### src/rtl/apb_master_arb.sv
// apb_master_arb: round-robin arbiter driving one APB master port for NUM_REQ requesters.
// Define APB_PREADY_EN to let the slave insert wait states through pready.
module apb_master_arb #(
  parameter int NUM_REQ = 2,
  parameter int ADDR_W  = 8,
  parameter int DATA_W  = 32
) (
  input  logic                      pclock,
  input  logic                      presetn,
  input  logic [NUM_REQ-1:0]        req,
  input  logic [NUM_REQ-1:0]        req_write,
  input  logic [NUM_REQ*ADDR_W-1:0] req_addr,
  input  logic [NUM_REQ*DATA_W-1:0] req_wdata,
  output logic [NUM_REQ-1:0]        gnt,
  output logic [NUM_REQ-1:0]        done,
  output logic [DATA_W-1:0]         rdata,
  output logic                      psel,
  output logic                      penable,
  output logic                      pwrite,
  output logic [ADDR_W-1:0]         paddr,
  output logic [DATA_W-1:0]         pwdata,
  input  logic [DATA_W-1:0]         prdata,
  input  logic                      pready
);
  localparam int IW = $clog2(NUM_REQ);
  typedef enum logic [1:0] {IDLE, SETUP, ACCESS} state_t;
  state_t state, state_n;
  logic [IW-1:0] ptr, ptr_n, gidx, gidx_n, base, pick, nxt;
  logic [NUM_REQ-1:0] elig, gnt_n, done_n;
  logic found, fin, launch, psel_n, penable_n, pwrite_n;
  logic [ADDR_W-1:0] paddr_n;
  logic [DATA_W-1:0] pwdata_n, rdata_n;
`ifdef APB_PREADY_EN
  assign fin = (state == ACCESS) && pready;
`else
  logic unused_pready;
  assign unused_pready = pready;
  assign fin = state == ACCESS;
`endif
  assign nxt = (gidx == IW'(NUM_REQ - 1)) ? '0 : gidx + IW'(1);
  // On a completing edge the scan already starts past the requester being finished
  assign base = fin ? nxt : ptr;
  assign launch = ((state == IDLE) || fin) && found;
  always_comb begin
    elig = req & ~done;
    if (fin) elig[gidx] = 1'b0;
    found = 1'b0;
    pick = base;
    for (int k = 0; k < NUM_REQ; k++)
      if (!found && elig[IW'((int'(base) + k) % NUM_REQ)]) begin
        found = 1'b1;
        pick = IW'((int'(base) + k) % NUM_REQ);
      end
    state_n = state;
    psel_n = psel;
    penable_n = penable;
    pwrite_n = pwrite;
    paddr_n = paddr;
    pwdata_n = pwdata;
    gnt_n = gnt;
    gidx_n = gidx;
    done_n = '0;
    rdata_n = rdata;
    ptr_n = ptr;
    if (state == SETUP) begin
      state_n = ACCESS;
      penable_n = 1'b1;
    end
    if (fin) begin
      rdata_n = prdata;
      done_n[gidx] = 1'b1;
      ptr_n = nxt;
      penable_n = 1'b0;
    end
    if ((state == IDLE) || fin) begin
      state_n = found ? SETUP : IDLE;
      psel_n = found;
      gnt_n = found ? (NUM_REQ'(1) << pick) : '0;
    end
    for (int k = 0; k < NUM_REQ; k++)
      if (launch && pick == IW'(k)) begin
        pwrite_n = req_write[k];
        paddr_n = req_addr[k*ADDR_W +: ADDR_W];
        pwdata_n = req_wdata[k*DATA_W +: DATA_W];
        gidx_n = IW'(k);
      end
  end
  always_ff @(posedge pclock) begin
    if (!presetn) begin
      state <= IDLE;
      psel <= 1'b0;
      penable <= 1'b0;
      pwrite <= 1'b0;
      paddr <= '0;
      pwdata <= '0;
      gnt <= '0;
      done <= '0;
      rdata <= '0;
      ptr <= '0;
      gidx <= '0;
    end else begin
      state <= state_n;
      psel <= psel_n;
      penable <= penable_n;
      pwrite <= pwrite_n;
      paddr <= paddr_n;
      pwdata <= pwdata_n;
      gnt <= gnt_n;
      done <= done_n;
      rdata <= rdata_n;
      ptr <= ptr_n;
      gidx <= gidx_n;
    end
  end
endmodule

### config.mk
export PLATFORM = sky130hd
export DESIGN_NAME = apb_master_arb
export DESIGN_NICKNAME = d
export VERILOG_FILES = /design/src/rtl/apb_master_arb.sv
export SDC_FILE = /design/constraint.sdc
export NUM_CORES = 1
export LEC_CHECK = 0
export CAP_MARGIN = 20
export CORE_UTILIZATION = 34
export CTS_BUF_LIST = sky130_fd_sc_hd__clkbuf_8
export DETAILED_ROUTE_END_ITERATION = 10
export PLACE_DENSITY = 0.79
export SLEW_MARGIN = 20
export SYNTH_ARGS = -nofsm -noshare
export SYNTH_HDL_FRONTEND = slang
export SYNTH_SLANG_ARGS = --single-unit
### constraint.sdc
create_clock -name pclock -period 1.5 [get_ports pclock]
set_clock_uncertainty 0.15 [all_clocks]
set_input_delay 0.225 -clock pclock [delete_from_list [all_inputs] [get_ports pclock]]
set_output_delay 0.225 -clock pclock [all_outputs]
set_load 0.03 [all_outputs]
-- Yosys cells after proc, flatten, opt, wreduce, memory -nomap -nowiden
Cells that the tools add are included.
- output and inout port bits: 79
- input port bits: 119
- flip-flop bits (word level): 83
- shift operators: 1
- bitwise logic cells: 6
- muxes and demuxes: 24
- equal/unequal tests: 2
- reduce and logical (&&, ||, !) cells: 12
- magnitude comparators: 4
- add/subtract/negate cells: 2
- operators by type and width (operator ; number):
    $mux 32 ; 2
    $mux 1 ; 16
    $mux 8 ; 2
    $lt 1x3->1 const B ; 2
    $mux 2 ; 3
    $logic_and 1x1->1 ; 5
    $not 1->1 ; 4
    $reduce_bool 2->1 ; 2
    $add 1x1->1 const B ; 2
    $and 1x1->1 ; 2
    $eq 2x1->1 const B ; 1
    $eq 2x2->1 const B ; 1
    $logic_not 2->1 ; 1
    $lt 1x2->1 const B ; 1
    $reduce_and 2->1 ; 1
    $reduce_or 2->1 ; 1
    $shl 1x1->2 const A ; 1
    $demux 1 s1 ; 1
    $ge 1x1->1 const B ; 1
    $logic_not 1->1 ; 1
    $logic_or 1x1->1 ; 1

-- Logic depth before layout (Yosys ltp)
Gate-level depths: netlist (run 1).
- depth in word-level cells: 17
- depth in mapped cells: 6
- depth with buffers taken out: 4

-- Worst setup path before layout (run 1)
Ideal clock, no wire load.
- kind: flip-flop to flip-flop
- from: reg state[0]
- to: reg paddr[0]
- data required time: 1.228 ns
- clock period less this slack: 1.600 ns
- cell stages (with the launch flop): 7
- data arrival time: 1.328 ns
- library setup time: 0.122 ns
- setup slack: -0.100 ns
- cells stage by stage: dfxtp_1 buf_6 or3b_4 nor2_8 buf_6 buf_6 a31oi_1
- longest elaborated chain between the ends: 11
- elaborated cells on any way between the ends: 21
- ends and longest elaborated chain (what ; RTL line ; text):
    start, declared ; 27 ; state_t state, state_n;
    start signal, assigned ; 102 ; state <= state_n;
    $eq 2x2->1 ; 38 ; assign fin = state == ACCESS;
    $mux 1 ; 46 ; if (fin) elig[gidx] = 1'b0;
    $mux 1 (implied by the code) (2 in a row) ; 50 ; if (!found && elig[IW'((int'(base) + k) % NUM_REQ)]) begin
    $mux 1 ; 50 ;
    $logic_not 1->1 ; 50 ;
    $logic_and 1x1->1 ; 50 ;
    $mux 1 ; 50 ;
    $logic_and 1x1->1 or $not 1->1 (tied branches) ; 43, 81 ;
    $logic_and 1x1->1 ; 81 ; if (launch && pick == IW'(k)) begin
    $mux 8 or $reduce_bool 2->1 (tied branches) ; n/a ;
    end signal, assigned ; 106 ; paddr <= paddr_n;
    end, declared ; 20 ; output logic [ADDR_W-1:0] paddr,
Parallel ways exist; a longest one is shown, timed or not. The select of a mux whose other input is x is not followed.
A chain may end at the register's enable or synchronous reset.

-- Final worst setup path (run 1)
- from: reg done[0]
- to: reg pwdata[6]
- longest elaborated chain between the ends: 13
- elaborated cells on any way between the ends: 19
- ends and longest elaborated chain (what ; RTL line ; text):
    start, declared ; 15 ; output logic [NUM_REQ-1:0] done,
    start signal, assigned ; 109 ; done <= done_n;
    $not 1->1 * ; 45 ; elig = req & ~done;
    $and 1x1->1 * ; 45 ;
    $and 1x1->1 (no line) ; n/a ;
    $mux 1 * ; 46 ;
    $mux 1 (implied by the code) (2 in a row) ; 50 ;
    $mux 1 ; 50 ;
    $logic_not 1->1 ; 50 ;
    $logic_and 1x1->1 ; 50 ;
    $mux 1 ; 50 ;
    $logic_and 1x1->1 or $not 1->1 (tied branches) ; 43, 81 ;
    $logic_and 1x1->1 ; 81 ;
    $mux 32 or $reduce_bool 2->1 (tied branches) ; n/a ;
    end signal, assigned ; 107 ; pwdata <= pwdata_n;
    end, declared ; 21 ; output logic [DATA_W-1:0] pwdata,
Mark *: on every way between the ends. The rest lies on a longest branch, timed or not. The select of a mux whose other input is x is not followed.

==> flow_summary.ini, run 1 <==
[sta]
max_freq_mhz = 625
drv_slew = 0
hold_viol_final = 0
min_period_over_period_pct = 107
min_period_ps = 1600
tightest_slew_ps = 336
grt_setup_unrepaired = yes
fin_ws_ps = -99.6
finalSetupViolations = 45
finalSetupTns_ps = -2190
slew_headroom_pct = 77.6

[pwr]
p_leak_nw = 2.28
peakVddDrop_mv = 0.596
powerDensity_nw_per_um2 = 1000

[route]
avgRoutedWirePerCell_um = 15.3
dr.pass1.iters = 4
drt_iter0_drc = 110
drtAntennaViolNets = 0
wirelength_um = 9920
vias = 3262
vias_per_cell = 5.04
drc = 0

[outcome]
status = finished, violations left
violations = setup timing

[flow_run]
drv_cap = 0

[synth]
synth_fp_nets = 456
yosys_warnings = 0
yosysMostFrequentCell = nand2_1
ys_top_cells_by_area = dfxtp_1, nand2_1, a22o_1
synth_commonest_cells = nand2_1, dfxtp_1, a31oi_1
synth.distinct_cells = 22
synth_area_per_cell_um2 = 9.18
synth-seq-cells = 83
syn_area_um2 = 3090
synth_flop_cell = dfxtp_1
synth_async_sr_flop_share_pct = 0
synth_edf_count = 0
syn_inst = 337
yosys.area.top_type_share_pct = 53.7
yosysSeqAreaShare_pct = 53.7
synth_area_leader_cell = dfxtp_1

[placement]
gp_congestion = 0.724
portBuffers = 195
hpwl_um = 7140
place_inst = 626

[worst_setup_path]
worstSetupPathType = flop to flop
crit_slowest_cell = or3b_4
reg2reg_depth = 5
reg2reg_from = done[0]$_SDFF_PN0_
slowest_delay_ps = 430
cp_cell_sequence = or3b_4 -> nor2_8 -> buf_12 -> o21ai_1 -> a31oi_1
cp.required_ps = 1610
endpoint_kind = flop
crit_fanout = 23
crit_buf_inv = 1
crit_arrival_ps = 1710
rr_endpoint = pwdata[6]$_SDFFE_PN0P_
critPathLaunchType = flop
r2r_slack_ps = -100
crit_family = simple AND/OR/NAND/NOR gates
crit_path_start = done[0]$_SDFF_PN0_

[floorplanning]
ioPinCount = 198
die_w_um = 97.4
start_util_pct = 35.3
die_area_um2 = 9490
core_um2 = 8760
die_h_um = 97.4
row_count = 34

[clock_network]
clk_pin_slew_ps = 90
root_buffer = clkbuf_8
worstSkewPairLatency_ps = 340
cts.sinks = 83
numCtsBuffers = 9
h-tree-depth = 3
postCtsHoldBufs = 0
cts_buffer_depth = 2
cts_tree = yes

[final_layout]
final_cells = 647
nets = 653
area_growth_syn_to_layout_pct = 75.7
nFillCells = 738
drive_gt1_share_pct = 11.1
n_antenna_cell = 0

[worst_hold_path]
holdPathEnd = pwrite$_SDFFE_PN0P_
min_path_type = input port to flop
hold_depth = 3
min_from = req_write[1]

[global_routing]
grt_max_degree = 37
grt_usage_pct = 20.8
grt_pass1_wl_um = 15900
grt_overflow_total = 0
grt_pass1_vias = 3312
antenna_found_initial = 0
## area by class of cell
class / instances / area (µm²) / share of cell area (%)
Clock buffer: 9 / 124 / 2.28
Tap cell: 108 / 135 / 2.49
Sequential cell: 83 / 1660 / 30.6
Multi-Input combinational cell: 223 / 1250 / 22.9
Timing Repair Buffer: 215 / 2180 / 40.2
Clock inverter: 7 / 75.1 / 1.38
Inverter: 2 / 7.51 / 0.138
## worst max-delay path by stage
stage	endpoint	slack [ps]	depth (start not counted)
final	pwdata[6]$_SDFFE_PN0P_	-100	5
after global routing	pwdata[4]$_SDFFE_PN0P_	-140	5
after global placement	pwdata[14]$_SDFFE_PN0P_	-400	6
after floorplan	paddr[0]$_SDFFE_PN0P_	-50	6
after detailed placement	pwdata[6]$_SDFFE_PN0P_	-460	6
after CTS	pwdata[6]$_SDFFE_PN0P_	-100	5
## report_power, final
part           switching, mW  internal [mW]  total (mW)
Clock                  0.851          0.782        1.63
Sequential            0.0800           2.36        2.44
Combinational          0.717          0.672        1.39
Total                   1.65           3.81        5.46
## cell usage in the layout (no fill, tap or decap), types with 3 or more instances in the layout
master | synthesis | routed
o21ai_0 | 14 | 13
clkbuf_8 | 0 | 9
nor2_1 | 8 | 7
buf_4 | 0 | 8
o21ai_1 | 27 | 28
clkbuf_2 | 0 | 14
and2_1 | 3 | 3
dfxtp_1 | 83 | 81
clkdlybuf4s15_1 | 0 | 47
buf_16 | 0 | 3
nand2_1 | 85 | 85
a31oi_1 | 41 | 41
a22o_1 | 32 | 32
buf_12 | 0 | 9
dlygate4sd2_1 | 0 | 17
clkdlybuf4s50_1 | 0 | 116
a21oi_1 | 5 | 4
## sequential cells by signal, summed over array words and instances (netlist names)
name	cells
done	2
state	2
gidx	1
pwrite	1
pwdata	32
rdata	32
paddr	8
psel	1
gnt	2
penable	1
ptr	1
## layer usage
| metal | wire length (µm) | up-vias | track usage [%] |
|---|---|---|---|
| met2 | 5040 | 130 | 38.1 |
| met1 | 4050 | 1529 | 23.8 |
| met3 | 661 | 16 | 5.40 |
| met4 | 174 | 0 | 5.32 |
| li1 | - | 1587 | - |
| met5 | 0 | - | 0 |
## per-stage QoR
stage                     utilization, %  hold slack [ps]  total power [mW]  cell area [µm²]  setup slack, ps
after floorplan                        -              201              3.18             3110            -52.6
after global placement              59.6              298              3.87             5220             -401
after detailed placement            59.6              302              3.90             5220             -457
after CTS                           61.9              281              5.46             5430            -98.0
after global routing                62.0              280              5.71             5440             -143
final                               62.0              287              5.46             5440            -99.6
## repair_timing
action	in CTS	in global routing
resized for setup	83	77
cloned	3	0
setup endpoints to repair	121	106
buffers inserted	2	0
## worst register-to-register path, cell delays in order, from the launching register on
cell	delay (ps)
dfxtp_2	330
or3b_4	430
nor2_8	150
buf_12	190
o21ai_1	80
a31oi_1	190
## logic make-up (layout without fill, tap and decap cells)
family | count (synthesis) | count (layout) | share of synthesized area [%]
compound gates | 120 | 120 | 25.0
simple gates | 101 | 101 | 13.8
flops | 83 | 83 | 53.7
buf+inv | 31 | 233 | 6.51
mux | 2 | 2 | 0.930
(Power assumes the default switching activity.)
==> run 2: changes to the inputs <==
--- a/config.mk
+++ b/config.mk
@@ -10,6 +10,7 @@
 export CTS_BUF_LIST = sky130_fd_sc_hd__clkbuf_8
 export DETAILED_ROUTE_END_ITERATION = 10
 export PLACE_DENSITY = 0.79
+export REMOVE_ABC_BUFFERS = 1
 export SLEW_MARGIN = 20
 export SYNTH_ARGS = -nofsm -noshare
 export SYNTH_HDL_FRONTEND = slang
==> run 2 against run 1 <==
- the run still ends with setup timing left
- via count rose by 5.9%
- worst hold slack got worse by 9.4 ps
- cell count grew 2.9%
- first-iteration DRC count shrank 13%
- fmax fell by 4.4%
- clock-buffer cell count is the same
- global-route usage is 0.13 points lower
- sequential cell count unchanged
- wire length increased by 21%
- setup slack worse by 74 ps
- cell area up 7.7%
- critical endpoint is now pwdata[1]$_SDFFE_PN0P_
==> flow_summary.ini, run 2 (synthesized netlist as in run 1, its figures left out) <==
[floorplanning]
die_h_um = 97.4
core_um2 = 8760
row_count = 34
start_util_pct = 35.3
ioPinCount = 198
die_w_um = 97.4
die_area_um2 = 9490

[worst_setup_path]
cp_cell_sequence = buf_4 -> nand2b_4 -> mux2i_4 -> buf_6 -> clkbuf_16 -> nand2_1 -> a31oi_1
critPathLaunchType = flop
worstSetupPathType = flop to flop
crit_slowest_cell = dfxtp_2
crit_family = buffers and inverters
crit_buf_inv = 3
crit_arrival_ps = 1780
crit_fanout = 7
endpoint_kind = flop
cp.required_ps = 1610
slowest_delay_ps = 340

[final_layout]
nets = 673
layout_commonest_cell = clkdlybuf4s50_1
drive_gt1_share_pct = 19.0
area_growth_syn_to_layout_pct = 89.2
nFillCells = 730
final_cell_mix = clkdlybuf4s50_1, dfxtp_1, nand2_1
post-route-util_pct = 66.8
n_antenna_cell = 0
top_regs = pwdata: 32 flops, rdata: 32 flops, paddr: 8 flops

[global_routing]
grt_overflow_total = 0
grt_usage_pct = 20.6
grt_pass1_vias = 3378
grt_max_degree = 38
grt_pass1_wl_um = 15900
antenna_found_initial = 0

[sta]
tightest_slew_ps = 356
max_freq_mhz = 598
min_period_over_period_pct = 112
whs_ps = 278
fin_ws_ps = -173
drv_slew = 0
grt_setup_unrepaired = yes
hold_viol_final = 0
slew_headroom_pct = 76.3
min_period_ps = 1670
finalSetupViolations = 69

[pwr]
powerDensity_nw_per_um2 = 959
p_leak_nw = 2.50
peakVddDrop_mv = 0.474
p_total_mw = 5.61

[worst_hold_path]
min_path_type = input port to flop

[route]
drc = 0
drt_iter0_drc = 96
wl_met3_um = 957
dr.pass1.iters = 4
wirelength_um = 12000
vias_per_cell = 5.18
maxUsedRoutingLayer = met4
wl_met2_um = 5980
drtAntennaViolNets = 0
met1_length_um = 4770
avgRoutedWirePerCell_um = 18.0
vias = 3453

[clock_network]
clk_pin_slew_ps = 90
h-tree-depth = 3
root_buffer = clkbuf_8
cts_buffer_depth = 2
postCtsHoldBufs = 0
cts_tree = yes
numCtsBuffers = 9
worstSkewPairLatency_ps = 340
cts.sinks = 83

[flow_run]
drv_cap = 0

[outcome]
status = finished, violations left
violations = setup timing

[placement]
dpl_worst_slack_ps = -503
gp_congestion = 0.748
hpwl_um = 7040
portBuffers = 195
==> run 2: layout make-up <==
type	count	area, µm²	area share (%)
clock buffers	9	124	2.12
clock inverters	6	58.8	1.00
inverters	2	7.51	0.128
multi-input cells	226	1400	23.9
flip-flops and latches	83	1660	28.4
well taps	108	135	2.31
repair buffers	232	2460	42.1
==> run 2: power breakdown <==
group | internal (mW) | switching, mW
logic | 0.798 | 0.829
clock network | 0.749 | 0.795
registers | 2.36 | 0.0867
==> run 2: metrics by stage <==
step           setup TNS (ps)  area, µm²  instances
2_1_floorplan          -49650       2900        308
3_3_place_gp           -21010       5210        627
3_5_place_dp           -23760       5210        627
4_1_cts                 -2720       5420        648
5_1_grt                 -9740       5850        666
6_report                -7070       5850        666
==> run 2: timing repair <==
action	in CTS	in global routing
resized for setup	102	94
setup endpoints to repair	123	120
setup buffers	3	4
cloned	3	15
pin swaps	2	30
==> run 2: worst paths after layout <==
path,slack [ps],cells past startpoint,end,startpoint
worst max-delay path,-170,7,pwdata[1]$_SDFFE_PN0P_,state[0]$_SDFFE_PN0P_
worst min register to register,330,1,rdata[2]$_SDFFE_PN0N_,rdata[2]$_SDFFE_PN0N_
worst max register to register,-170,7,pwdata[1]$_SDFFE_PN0P_,state[0]$_SDFFE_PN0P_
worst min-delay path,280,3,pwdata[17]$_SDFFE_PN0P_,req_wdata[49]
==> run 2: worst min-delay path: stages <==
cell and delay (ps):
clkdlybuf4s50_1 390, nand2_1 50, a31oi_1 60
==> run 2: layer usage <==
metal / global-route usage, % / vias to the layer above
li1: - / 1629
met1: 21.9 / 1636
met2: 38.0 / 164
met3: 6.47 / 24
met4: 7.35 / 0
met5: 0 / -
==> run 3: changes to the inputs <==
--- a/config.mk
+++ b/config.mk
@@ -5,11 +5,12 @@
 export SDC_FILE = /design/constraint.sdc
 export NUM_CORES = 1
 export LEC_CHECK = 0
+export ABC_AREA = 1
 export CAP_MARGIN = 20
-export CORE_UTILIZATION = 34
+export CORE_UTILIZATION = 36
 export CTS_BUF_LIST = sky130_fd_sc_hd__clkbuf_8
 export DETAILED_ROUTE_END_ITERATION = 10
-export PLACE_DENSITY = 0.79
+export PLACE_DENSITY = 0.91
 export REMOVE_ABC_BUFFERS = 1
 export SLEW_MARGIN = 20
 export SYNTH_ARGS = -nofsm -noshare
==> run 3 against run 2 <==
- the run now ends clean
- wire length decreased by 4.5%
- critical path depth decreased by 6
- first-iteration DRC count increased by 9.4%
- synthesized cell count increased by 41%
- via count increased by 15%
- register-to-register slack improved by 220 ps
- setup slack improved by 220 ps
- non-clock buffer count decreased by 17
- sequential power about the same
- sequential cell count unchanged
- cell count increased by 20%
- fmax increased by 15%
- largest power group unchanged
==> flow_summary.ini, run 3 <==
[route]
vias = 3968
drc = 0
drtAntennaViolNets = 0
wirelength_um = 11400
vias_per_cell = 4.97
drt_iter0_drc = 105
avgRoutedWirePerCell_um = 14.3
dr.pass1.iters = 5

[clock_network]
postCtsHoldBufs = 0
cts_tree = yes
cts.sinks = 83
cts_buffer_depth = 2
h-tree-depth = 3
root_buffer = clkbuf_8
clk_pin_slew_ps = 80
worstSkewPairLatency_ps = 330
numCtsBuffers = 9

[pwr]
peakVddDrop_mv = 0.513
power_frac_comb_pct = 24.8
switching_share_pct = 28.7
p_int_mw = 3.94
p_total_mw = 5.53
pwr-share-seq_pct = 43.8
clkPwrFrac_pct = 31.4
p_leak_nw = 2.79
powerDensity_nw_per_um2 = 938
p_sw_mw = 1.58

[placement]
portBuffers = 195
dpl_worst_slack_ps = -252
gp_congestion = 0.879
hpwl_um = 8020
placed_area_um2 = 5610

[synth]
ys_top_cells_by_area = dfxtp_1, nand3_1, nand2_1
synth_flop_cell = dfxtp_1
synth_edf_count = 0
yosysSeqAreaShare_pct = 47.6
synth_area_per_cell_um2 = 7.35
synth_area_leader_cell = dfxtp_1
synth_commonest_cells = nand3_1, nand2_1, dfxtp_1
yosys_warnings = 0
synth_async_sr_flop_share_pct = 0
syn_area_um2 = 3490
yosysMostFrequentCell = nand3_1
syn_inst = 475
yosys.area.top_type_share_pct = 47.6
synth.distinct_cells = 19
synth-seq-cells = 83

[worst_setup_path]
worstSetupPathType = flop to output port
crit_buf_inv = 1
endpoint_kind = output port
reg2reg_from = state[0]$_SDFFE_PN0P_
crit_arrival_ps = 1080
crit_end = gnt[1]
rr_endpoint = pwdata[2]$_SDFFE_PN0P_
critPathLaunchType = flop
crit_family = buffers and inverters
cp.required_ps = 1120
cp_cell_sequence = dlygate4sd2_1
crit_cells = 1
reg2reg_depth = 9
crit_slowest_cell = dlygate4sd2_1
crit_path_start = gnt[1]$_SDFFE_PN0P_
crit_fanout = 2
r2r_slack_ps = 50
slowest_delay_ps = 410

[sta]
finalSetupViolations = 0
drv_slew = 0
max_freq_mhz = 687
min_period_over_period_pct = 97.1
grt_setup_unrepaired = yes
tightest_slew_ps = 415
min_period_ps = 1460
finalSetupTns_ps = 0
slew_headroom_pct = 72.4
fin_ws_ps = 43.5
hold_viol_final = 0

[final_layout]
n_antenna_cell = 0
final_cell_mix = nand3_1, clkdlybuf4s50_1, nand2_1
ff_latch_area_um2 = 1670
post-route-util_pct = 63.2
nets = 784
drive_gt1_share_pct = 8.67
area_growth_syn_to_layout_pct = 68.8
multi_input_area_um2 = 1430
top_regs = pwdata: 32 flops, rdata: 32 flops, paddr: 8 flops
nFillCells = 794
layout_commonest_cell = nand3_1
final_area_um2 = 5890

[floorplanning]
die_h_um = 100
start_util_pct = 37.4
core_um2 = 9330
row_count = 35
ioPinCount = 198
die_area_um2 = 10100
die_w_um = 100

[global_routing]
antenna_found_initial = 0
grt_max_degree = 43
grt_pass1_wl_um = 17100
grt_pass1_vias = 3791
grt_usage_pct = 21.3
grt_overflow_total = 0

[flow_run]
drv_cap = 0

[outcome]
status = finished, final reports clean

[worst_hold_path]
min_path_type = input port to flop
-- run 3: changes by cell type after synthesis, sizes merged, moves of 2 or more --
cell,change
clkbuf,+5
nand3,+124
a31oi,-41
and2,-3
a21oi,-2
nand2,+3
buf,+2
inv,+66
a22o,-32
o21ai,-6
nand4,+30
-- run 3: worst reg2reg max path, cell delays in order (launching register included) --
cell and delay [ps]:
dfxtp_2 350, inv_2 110, nand2_4 80, nor2_2 140, nor2_4 60, buf_12 160, nand3_1 80, nand3_1 80
nand2_1 80, inv_1 50
-- run 3: logic make-up (layout without fill, tap and decap cells) --
family	after synthesis	count (layout)	share of synthesized area [%]
flops	83	83	47.6
buf+inv	103	297	12.7
simple gates	251	251	34.3
compound gates	38	38	5.45
-- run 3: stage by stage --
stage / hold WS, ps / cells
global placement: 291 / 778
finish: 129 / 798
CTS: 115 / 793
detailed placement: 294 / 778
floorplan: 173 / 439
global route: 128 / 798
-- run 3: final cells by class --
cell class | count | area share (%)
Timing Repair Buffer | 215 | 36.7
Inverter | 67 | 4.31
Tap cell | 129 | 2.74
Clock buffer | 10 | 2.33
Clock inverter | 5 | 1.32
Multi-Input combinational cell | 289 | 24.3
Sequential cell | 83 | 28.3
-- run 3: layer usage --
metal	global-route usage, %	routed length (µm)	up-vias
met1	22.8	4460	1827
met5	0	0	-
met2	38.8	5640	183
li1	-	-	1935
met4	8.25	248	0
met3	6.73	1080	23
-- run 3: power groups by stage --
stage	Combinational, mW	Sequential [mW]	Clock (mW)
floorplan	0.340	2.72	0
global placement	1.36	2.46	0
detailed placement	1.38	2.47	0
CTS	1.31	2.41	1.79
global route	1.47	2.44	1.88
finish	1.37	2.42	1.74
-- run 3: repair_timing --
| item | 4_1_cts | 5_1_grt |
|---|---|---|
| pin swaps | 0 | 1 |
| cloned | 0 | 2 |
| buffers inserted | 0 | 3 |
| setup endpoints to repair | 106 | 93 |
| resized for setup | 91 | 65 |
-- run 3: how the worst min path moves through the flow --
stage / start / endpoint / cells after the start
detailed placement: psel$_SDFFE_PN0P_ / psel$_SDFFE_PN0P_ / 2
global route: presetn / done[1]$_SDFF_PN0_ / 3
CTS: presetn / ptr$_SDFF_PN0_ / 3
global placement: psel$_SDFFE_PN0P_ / psel$_SDFFE_PN0P_ / 2
floorplan: presetn / paddr[0]$_SDFFE_PN0P_ / 2
finish: presetn / done[1]$_SDFF_PN0_ / 3
